`config.mk`:
```
export PLATFORM = sky130hd
export DESIGN_NAME = decode_stage_flat
export DESIGN_NICKNAME = d
export VERILOG_FILES = /design/src/rtl/decode_stage_if.sv /design/src/rtl/decode_stage.sv /design/src/flat_wrapper.sv
export SDC_FILE = /design/constraint.sdc
export NUM_CORES = 1
export LEC_CHECK = 0
export CORE_ASPECT_RATIO = 0.5
export CORE_MARGIN = 2
export CORE_UTILIZATION = 40
export DETAILED_ROUTE_END_ITERATION = 7
export PLACE_DENSITY = 0.87
export SLEW_MARGIN = 25
export SYNTH_ARGS = -nofsm -noshare
export SYNTH_HDL_FRONTEND = slang
export SYNTH_SLANG_ARGS = --single-unit
export TNS_END_PERCENT = 20
```
`constraint.sdc`:
```
create_clock -name clk -period 3.6 [get_ports clk]
set_input_delay 0.72 -clock clk [delete_from_list [all_inputs] [get_ports clk]]
set_output_delay 0.72 -clock clk [all_outputs]
set_load 0.1 [all_outputs]
```
`src/rtl/decode_stage_if.sv`:
```
// rtl/decode_stage_if.sv - decoded-instruction output channel between decode and execute
//
// Purpose : bundles the decode stage's registered output handshake and payload.
// Signals : out_valid_o / out_ready_i  handshake (master drives valid, slave drives ready)
//           out_exec_o    condition passed, instruction takes effect
//           out_kind_o    0 NOP, 1 data-processing, 2 multiply, 3 undefined
//           out_opcode_o  DP opcode
//           out_type_o    multiply type
//           out_dest_o    destination register
//           out_wr_o      {write flags, write dest}
//           out_ops_o     operands {d,c,b,a}
interface decode_stage_if #(
  parameter int DATA_W = 32
);
  logic                  out_valid_o;
  logic                  out_ready_i;
  logic                  out_exec_o;
  logic [1:0]            out_kind_o;
  logic [3:0]            out_opcode_o;
  logic [2:0]            out_type_o;
  logic [3:0]            out_dest_o;
  logic [1:0]            out_wr_o;
  logic [4*DATA_W-1:0]   out_ops_o;

  modport master (
    output out_valid_o, out_exec_o, out_kind_o, out_opcode_o, out_type_o,
           out_dest_o, out_wr_o, out_ops_o,
    input  out_ready_i
  );

  modport slave (
    input  out_valid_o, out_exec_o, out_kind_o, out_opcode_o, out_type_o,
           out_dest_o, out_wr_o, out_ops_o,
    output out_ready_i
  );
endinterface

```
`src/rtl/decode_stage.sv`:
```
// rtl/decode_stage.sv - instruction decode with operand forwarding and condition evaluation
//
// Purpose : decodes a 32-bit ARM-style instruction (NOP / data-processing / multiply /
//           undefined), fetches and forwards operands, evaluates the condition code
//           against NZCV and registers the result into a one-entry output stage.
//           Conditional instructions stall while flag writers are still in flight.
// Config  : define DECODE_MUL_EN to decode multiply encodings; otherwise they are
//           reported as undefined.
// Ports   : clk, rst_n                        clock, async active-low reset
//           in_valid_i / in_ready_o / instr_i input handshake and instruction
//           ra_o / rd_i                       register-file read addresses / data
//           fwd_valid_i/fwd_dest_i/fwd_data_i forwarding sources (lowest index wins)
//           flags_we_i / flags_i              NZCV update from execute
//           out_if                            registered decoded output channel
module decode_stage #(
  parameter int DATA_W   = 32,
  parameter int NUM_FWD  = 2,
  parameter int PEND_MAX = 3
) (
  input  logic                    clk,
  input  logic                    rst_n,
  input  logic                    in_valid_i,
  output logic                    in_ready_o,
  input  logic [31:0]             instr_i,
  output logic [15:0]             ra_o,
  input  logic [4*DATA_W-1:0]     rd_i,
  input  logic [NUM_FWD-1:0]      fwd_valid_i,
  input  logic [4*NUM_FWD-1:0]    fwd_dest_i,
  input  logic [DATA_W*NUM_FWD-1:0] fwd_data_i,
  input  logic                    flags_we_i,
  input  logic [3:0]              flags_i,
  decode_stage_if.master          out_if
);

  // Decode
  logic [1:0] dec_kind;
  logic [3:0] dec_opcode, dec_dest;
  logic [2:0] dec_type;
  logic       dec_wf, dec_wd, dec_use_imm;
  logic       is_nop, is_mul;

  assign is_nop = (instr_i[27:0] == 28'h320F000);
  assign is_mul = !instr_i[25] && instr_i[7] && instr_i[4];

  always_comb begin
    dec_kind    = 2'd3;
    dec_opcode  = 4'd0;
    dec_type    = 3'd0;
    dec_dest    = 4'd0;
    dec_wf      = 1'b0;
    dec_wd      = 1'b0;
    dec_use_imm = 1'b0;
    ra_o        = {8'd0, instr_i[3:0], instr_i[19:16]};
    if (is_nop) begin
      dec_kind = 2'd0;
    end else if (is_mul) begin
`ifdef DECODE_MUL_EN
      dec_kind = 2'd2;
      dec_type = instr_i[23:21];
      dec_dest = instr_i[19:16];
      dec_wd   = !instr_i[23];
      dec_wf   = instr_i[20];
      ra_o     = {instr_i[15:12], instr_i[19:16], instr_i[11:8], instr_i[3:0]};
`else
      dec_kind = 2'd3;
`endif
    end else if (instr_i[27:26] == 2'b00) begin
      dec_kind    = 2'd1;
      dec_opcode  = instr_i[24:21];
      dec_dest    = instr_i[15:12];
      dec_use_imm = instr_i[25];
      // Compare/test opcodes (10xx) only update flags.
      if (instr_i[24:23] == 2'b10) begin
        dec_wf = 1'b1;
        dec_wd = 1'b0;
      end else begin
        dec_wf = instr_i[20];
        dec_wd = 1'b1;
      end
    end
  end

  // Rotated immediate: 8-bit value rotated right by twice the 4-bit field, within 32 bits.
  logic [31:0] imm8_ext, imm_rot;
  logic [4:0]  imm_sh;
  assign imm8_ext = {24'd0, instr_i[7:0]};
  assign imm_sh   = {instr_i[11:8], 1'b0};
  assign imm_rot  = (imm8_ext >> imm_sh) | (imm8_ext << (6'd32 - {1'b0, imm_sh}));

  // Operand fetch with forwarding; iterate high-to-low so the lowest index wins.
  logic [3:0][DATA_W-1:0] opnd;
  always_comb begin
    for (int i = 0; i < 4; i++) begin
      opnd[i] = rd_i[i*DATA_W +: DATA_W];
      for (int k = NUM_FWD - 1; k >= 0; k--) begin
        if (fwd_valid_i[k] && (fwd_dest_i[4*k +: 4] == ra_o[4*i +: 4]))
          opnd[i] = fwd_data_i[k*DATA_W +: DATA_W];
      end
    end
  end

  logic [4*DATA_W-1:0] ops;
  assign ops[DATA_W-1:0]          = opnd[0];
  assign ops[2*DATA_W-1:DATA_W]   = dec_use_imm ? DATA_W'(imm_rot) : opnd[1];
  assign ops[3*DATA_W-1:2*DATA_W] = (dec_kind == 2'd2) ? opnd[2] : '0;
  assign ops[4*DATA_W-1:3*DATA_W] = (dec_kind == 2'd2) ? opnd[3] : '0;

  // Condition evaluation; same-cycle flag writes bypass the stored NZCV.
  logic [3:0] nzcv_q, nzcv_d, flags_eff;
  logic       f_n, f_z, f_c, f_v, cond_pass, dec_exec;
  assign flags_eff = flags_we_i ? flags_i : nzcv_q;
  assign {f_n, f_z, f_c, f_v} = flags_eff;

  always_comb begin
    cond_pass = 1'b0;
    case (instr_i[31:28])
      4'h0: cond_pass = f_z;
      4'h1: cond_pass = !f_z;
      4'h2: cond_pass = f_c;
      4'h3: cond_pass = !f_c;
      4'h4: cond_pass = f_n;
      4'h5: cond_pass = !f_n;
      4'h6: cond_pass = f_v;
      4'h7: cond_pass = !f_v;
      4'h8: cond_pass = f_c && !f_z;
      4'h9: cond_pass = !f_c || f_z;
      4'hA: cond_pass = (f_n == f_v);
      4'hB: cond_pass = (f_n != f_v);
      4'hC: cond_pass = !f_z && (f_n == f_v);
      4'hD: cond_pass = f_z || (f_n != f_v);
      4'hE: cond_pass = 1'b1;
      default: cond_pass = 1'b0;
    endcase
  end

  assign dec_exec = cond_pass && ((dec_kind == 2'd1) || (dec_kind == 2'd2));

  // Handshake, stall and pending flag-writer tracking
  logic       out_valid_q, out_valid_d, out_exec_q, out_exec_d;
  logic [1:0] out_kind_q, out_kind_d, out_wr_q, out_wr_d;
  logic [3:0] out_opcode_q, out_opcode_d, out_dest_q, out_dest_d;
  logic [2:0] out_type_q, out_type_d;
  logic [4*DATA_W-1:0] out_ops_q, out_ops_d;
  logic [2:0] pend_q, pend_d;
  logic       stall, capture, drain, pend_inc, pend_dec;

  assign stall = ((instr_i[31:28] != 4'hE) && (pend_q != 3'd0) && !flags_we_i)
              || (dec_wf && (pend_q == 3'(PEND_MAX)));
  assign in_ready_o = (!out_valid_q || out_if.out_ready_i) && !stall;
  assign capture    = in_valid_i && in_ready_o;
  assign drain      = out_valid_q && out_if.out_ready_i;
  assign pend_inc   = drain && out_exec_q && out_wr_q[1];
  assign pend_dec   = flags_we_i && (pend_q != 3'd0);

  always_comb begin
    out_valid_d  = out_valid_q;
    out_exec_d   = out_exec_q;
    out_kind_d   = out_kind_q;
    out_opcode_d = out_opcode_q;
    out_type_d   = out_type_q;
    out_dest_d   = out_dest_q;
    out_wr_d     = out_wr_q;
    out_ops_d    = out_ops_q;
    nzcv_d       = flags_we_i ? flags_i : nzcv_q;
    pend_d       = pend_q;
    if (pend_inc && !pend_dec)      pend_d = pend_q + 3'd1;
    else if (pend_dec && !pend_inc) pend_d = pend_q - 3'd1;
    if (capture) begin
      out_valid_d  = 1'b1;
      out_exec_d   = dec_exec;
      out_kind_d   = dec_kind;
      out_opcode_d = dec_opcode;
      out_type_d   = dec_type;
      out_dest_d   = dec_dest;
      out_wr_d     = dec_exec ? {dec_wf, dec_wd} : 2'b00;
      out_ops_d    = ops;
    end else if (drain) begin
      out_valid_d  = 1'b0;
    end
  end

  always_ff @(posedge clk or negedge rst_n) begin
    if (!rst_n) begin
      out_valid_q  <= 1'b0;
      out_exec_q   <= 1'b0;
      out_kind_q   <= 2'd0;
      out_opcode_q <= 4'd0;
      out_type_q   <= 3'd0;
      out_dest_q   <= 4'd0;
      out_wr_q     <= 2'd0;
      out_ops_q    <= '0;
      nzcv_q       <= 4'd0;
      pend_q       <= 3'd0;
    end else begin
      out_valid_q  <= out_valid_d;
      out_exec_q   <= out_exec_d;
      out_kind_q   <= out_kind_d;
      out_opcode_q <= out_opcode_d;
      out_type_q   <= out_type_d;
      out_dest_q   <= out_dest_d;
      out_wr_q     <= out_wr_d;
      out_ops_q    <= out_ops_d;
      nzcv_q       <= nzcv_d;
      pend_q       <= pend_d;
    end
  end

  assign out_if.out_valid_o  = out_valid_q;
  assign out_if.out_exec_o   = out_exec_q;
  assign out_if.out_kind_o   = out_kind_q;
  assign out_if.out_opcode_o = out_opcode_q;
  assign out_if.out_type_o   = out_type_q;
  assign out_if.out_dest_o   = out_dest_q;
  assign out_if.out_wr_o     = out_wr_q;
  assign out_if.out_ops_o    = out_ops_q;

endmodule

```
`src/flat_wrapper.sv`:
```
// flat-port wrapper written by rule: the top's interface ports become plain ports
module decode_stage_flat 
#(
  parameter int DATA_W   = 32,
  parameter int NUM_FWD  = 2,
  parameter int PEND_MAX = 3
)
  (clk, rst_n, in_valid_i, in_ready_o, instr_i, ra_o, rd_i, fwd_valid_i, fwd_dest_i, fwd_data_i, flags_we_i, flags_i, out_if_out_valid_o, out_if_out_exec_o, out_if_out_kind_o, out_if_out_opcode_o, out_if_out_type_o, out_if_out_dest_o, out_if_out_wr_o, out_if_out_ops_o, out_if_out_ready_i);
  decode_stage_if #(.DATA_W(DATA_W)) out_if_i ();
  input  logic clk;
  input  logic rst_n;
  input  logic in_valid_i;
  output logic in_ready_o;
  input  logic [31:0] instr_i;
  output logic [15:0] ra_o;
  input  logic [4*DATA_W-1:0] rd_i;
  input  logic [NUM_FWD-1:0] fwd_valid_i;
  input  logic [4*NUM_FWD-1:0] fwd_dest_i;
  input  logic [DATA_W*NUM_FWD-1:0] fwd_data_i;
  input  logic flags_we_i;
  input  logic [3:0] flags_i;
  output wire logic [$bits(out_if_i.out_valid_o)-1:0] out_if_out_valid_o;
  output wire logic [$bits(out_if_i.out_exec_o)-1:0] out_if_out_exec_o;
  output wire logic [$bits(out_if_i.out_kind_o)-1:0] out_if_out_kind_o;
  output wire logic [$bits(out_if_i.out_opcode_o)-1:0] out_if_out_opcode_o;
  output wire logic [$bits(out_if_i.out_type_o)-1:0] out_if_out_type_o;
  output wire logic [$bits(out_if_i.out_dest_o)-1:0] out_if_out_dest_o;
  output wire logic [$bits(out_if_i.out_wr_o)-1:0] out_if_out_wr_o;
  output wire logic [$bits(out_if_i.out_ops_o)-1:0] out_if_out_ops_o;
  input wire logic [$bits(out_if_i.out_ready_i)-1:0] out_if_out_ready_i;
  assign out_if_out_valid_o = out_if_i.out_valid_o;
  assign out_if_out_exec_o = out_if_i.out_exec_o;
  assign out_if_out_kind_o = out_if_i.out_kind_o;
  assign out_if_out_opcode_o = out_if_i.out_opcode_o;
  assign out_if_out_type_o = out_if_i.out_type_o;
  assign out_if_out_dest_o = out_if_i.out_dest_o;
  assign out_if_out_wr_o = out_if_i.out_wr_o;
  assign out_if_out_ops_o = out_if_i.out_ops_o;
  assign out_if_i.out_ready_i = out_if_out_ready_i;
  decode_stage #(.DATA_W(DATA_W), .NUM_FWD(NUM_FWD), .PEND_MAX(PEND_MAX)) u_core (.clk(clk), .rst_n(rst_n), .in_valid_i(in_valid_i), .in_ready_o(in_ready_o), .instr_i(instr_i), .ra_o(ra_o), .rd_i(rd_i), .fwd_valid_i(fwd_valid_i), .fwd_dest_i(fwd_dest_i), .fwd_data_i(fwd_data_i), .flags_we_i(flags_we_i), .flags_i(flags_i), .out_if(out_if_i));
endmodule
```
==> impl_results.md <==
* Hold buffers post-CTS at 0
* Bufs on Longest Clock Path at 2
* Die width at 206.4 um
* WP data arrival at 2730 ps
* Slew margin rel. at 29.83%
* Async set-or-reset flop fraction in the synthesized netlist at 100.0%
* Critical path class: in2out
* Final hold violations at 0
* Worst Setup End Kind: primary output
* Final Max Slew Viols at 0
* Routed len/inst at 21.22 um
* Reg2reg start: u_core.pend_q[0]
* Post-Synth Adder-Cell Area at 0.5496%
* Synth warn at 0
* Root Driver: clkbuf_16
* Fin nets at 1465
* Worst EP required at 2880 ps
* Clk slew on worst S/H paths at 60 ps
* Minimum clock period at 3449 ps
* Core Area at 19770 sq um
* Avg Cell Area, Syn at 9.026 sq um
* Pre-CTS WS at 16.04 ps
* CTS tree: built
* Sw Ratio at 51.11%
* # DRC at 0
* Commonest non-fill, non-tap cell in the layout: clkdlybuf4s50_1
* Post-synthesis compound-gate area fraction at 21.10%
* HP Class: in2async
* Clk sink count at 149
* Post-cts sizing count at 0
* Power density over cell area at 689.5 nW/um^2
* Total Routing Usage GR at 28.90%
* Mux contribution to synthesized area at 2.855%
* Initial Util at 41.45%
* CP Cell Sequence: clkdlybuf4s50_1, inv_1, ha_1, nor3b_2, nand4_1, nor4_4, nor3_1, nor2_4, buf_12
* Startpoint types: primary input
* Fraction of layout cells with a size suffix above 1 at 9.416%
* Yosys reg bits at 149
* Max Clk Rate at 289.9 MHz
* Slowest cell on crit path: clkdlybuf4s50_1
* Setup violations, final at 0
* First-pass GRT wire length at 47680 um
* Setup Buffers After CTS at 0
* Reg2Reg Setup Slack at 1430 ps
* Most frequent cells in the layout: 308 x clkdlybuf4s50_1, 149 x dfrtp_1, 106 x nand2_1
* Final ANT Viol Nets at 0
* Area growth from synthesis to layout at 50.67%
* P_sw at 4352 uW
* Die area at 21720 sq um
* Post-Synth XOR/XNOR Area at 2.672%
* R2R depth at 6
* Worst-skew pair later-pin latency at 430 ps
* Post-DP HPWL at 24030 um
* Part of the power in registers at 26.2%
* Post-Synth Simple-Gate Area at 21.04%
* Final wirelength at 31810 um
* Cell Int Power at 4162 uW
* Cell Area, Synth at 8195 sq um
* Gp weighted congestion at 0.9671
* Status: complete, no violations
* Slowest stage delay, CP at 420 ps
* # fillers at 1598
* Least-Margin Pin Slew at 1049 ps
* # rows at 36
* Routed vias at 8468
* Clk network pwr share at 21.1%
* Worst Path Max Fanout at 4
* Reg-to-reg critical path endpoint: u_core.out_if.out_ops_o[33]
* Ports at 405
* CTS buffer count at 17
* Largest family of logic cells by synthesized area: compound AO/OA/AOI/OAI gates
* Gate Count Post-Synth at 908
* DR vias/cell at 5.649
* Largest net degree at the start of global routing at 105
* Largest area contributor in the netlist: dfrtp_1
* TNS Setup at 0 ps
* Maximum vdd drop at 355.0 uV
* 1st-iter DRT viols at 908
* Register area share after synthesis at 45.50%
* Comb pwr share at 52.7%
* Initial antenna violation count at 2
* GRT overflow at 0
* EDFF count, synth at 0
* Hold_ws at 380.1 ps
* Top FF cell, synth: dfrtp_1
* Port bufs at 329
* H-Tree Level Count at 4
* Final Skew at 8.482 ps
* Area share of the largest cell type after synthesis at 45.50%
* Area occupied by multi-input gates at 4011 sq um
* Max-cap check violation count at 0
* Number of global-route vias before repair at 8088
* Tcrit/Tclk final at 95.81%
* Final setup margin at 150.8 ps
* RSZ-0062 raised after global routing: false
* Initial DRT Pass Iterations at 8
* Leakage at 0.005288 uW
* Synth unique cells at 60
* Die H at 105.2 um
* Register area at 3729 sq um
* Synth area leaders: dfrtp_1 45%, and2_1 5.1%, nand2_1 4.9%, a21oi_1 3.8%, o21ai_0 3.7%
critical path: cells and delay by family:
family                     cells  cell delay (ps)
adders and majority gates      1              190
buffers and inverters          3              690
and+or+nand+nor                5             1120
how the worst max path moves through the flow:
stage / from / end / slack (ps) / depth (start not counted)
after floorplan: instr_i[8] / in_ready_o / 20 / 10
after global placement: instr_i[8] / u_core.out_if.out_ops_o[33] / 90 / 11
after detailed placement: instr_i[9] / u_core.out_if.out_ops_o[36] / 20 / 12
after CTS: instr_i[9] / in_ready_o / 160 / 9
after global routing: instr_i[8] / in_ready_o / 20 / 9
final: instr_i[9] / in_ready_o / 150 / 9
Yosys cell counts, types with 7 or more instances:
cell type / instances
xnor2_1: 13
o22a_1: 15
nor2_1: 52
nor3_1: 12
a21oi_1: 63
inv_1: 10
and3_1: 7
and2_1: 67
o22ai_1: 16
dfrtp_1: 149
xor2_1: 12
mux2_2: 9
a211o_1: 14
mux2i_1: 11
nor2b_1: 38
o21ai_1: 30
a211oi_1: 35
a31oi_1: 14
nand2b_1: 10
buf_4: 26
nand3_1: 17
buf_2: 22
nand2_1: 106
clkbuf_1: 38
o21ai_0: 60
power by group through the flow:
stage	registers, uW	logic, uW	clock network (uW)
4_1_cts	2230	4480	1810
5_1_grt	2270	4620	1900
3_5_place_dp	2250	4470	0
6_report	2230	4490	1790
3_3_place_gp	2240	4420	0
2_1_floorplan	4580	847	0
cell type report:
| type | instances | share of cell area [%] |
|---|---|---|
| well taps | 266 | 2.695 |
| inverters | 10 | 0.3040 |
| repair buffers | 373 | 29.56 |
| flip-flops and latches | 149 | 30.20 |
| multi-input cells | 668 | 32.49 |
| clock buffers | 19 | 3.587 |
| diodes | 1 | 0.02027 |
| clock inverters | 13 | 1.155 |
state kept, by name (all words and copies together), names as in the netlist:
signal and flops:
u_core.nzcv_q 4, u_core.out_if.out_dest_o 4, u_core.out_if.out_exec_o 1, u_core.out_if.out_kind_o 2, u_core.out_if.out_opcode_o 4, u_core.out_if.out_ops_o 128
u_core.out_if.out_valid_o 1, u_core.out_if.out_wr_o 2, u_core.pend_q 3
stage by stage:
step                      std cells  area (sq um)  util (%)  power, uW
final                          1499         12350     62.45       8514
after global placement         1466         11760     59.47       6657
after detailed placement       1466         11760     59.47       6723
after CTS                      1498         12350     62.43       8519
after global routing           1499         12350     62.45       8793
after floorplan                 918          8240         -       5424
kinds of logic after synthesis:
kind of cell	Yosys count
adder cells (fa/ha/maj)	3
multiplexers	21
other	1
flip-flops	149
buffers and inverters	101
XOR/XNOR	25
AND/OR/NAND/NOR	332
AO/OA/AOI/OAI	276
metal layers:
| metal | routed length [um] | vias to the layer above | GRT usage [%] |
|---|---|---|---|
| met5 | 0 | - | 0 |
| met4 | 1321 | 0 | 11.99 |
| met3 | 2488 | 91 | 7.112 |
| met2 | 14900 | 442 | 45.44 |
| met1 | 13100 | 4132 | 38.10 |
| li1 | - | 3803 | - |
Note: power is estimated with default switching activity, not from simulation.
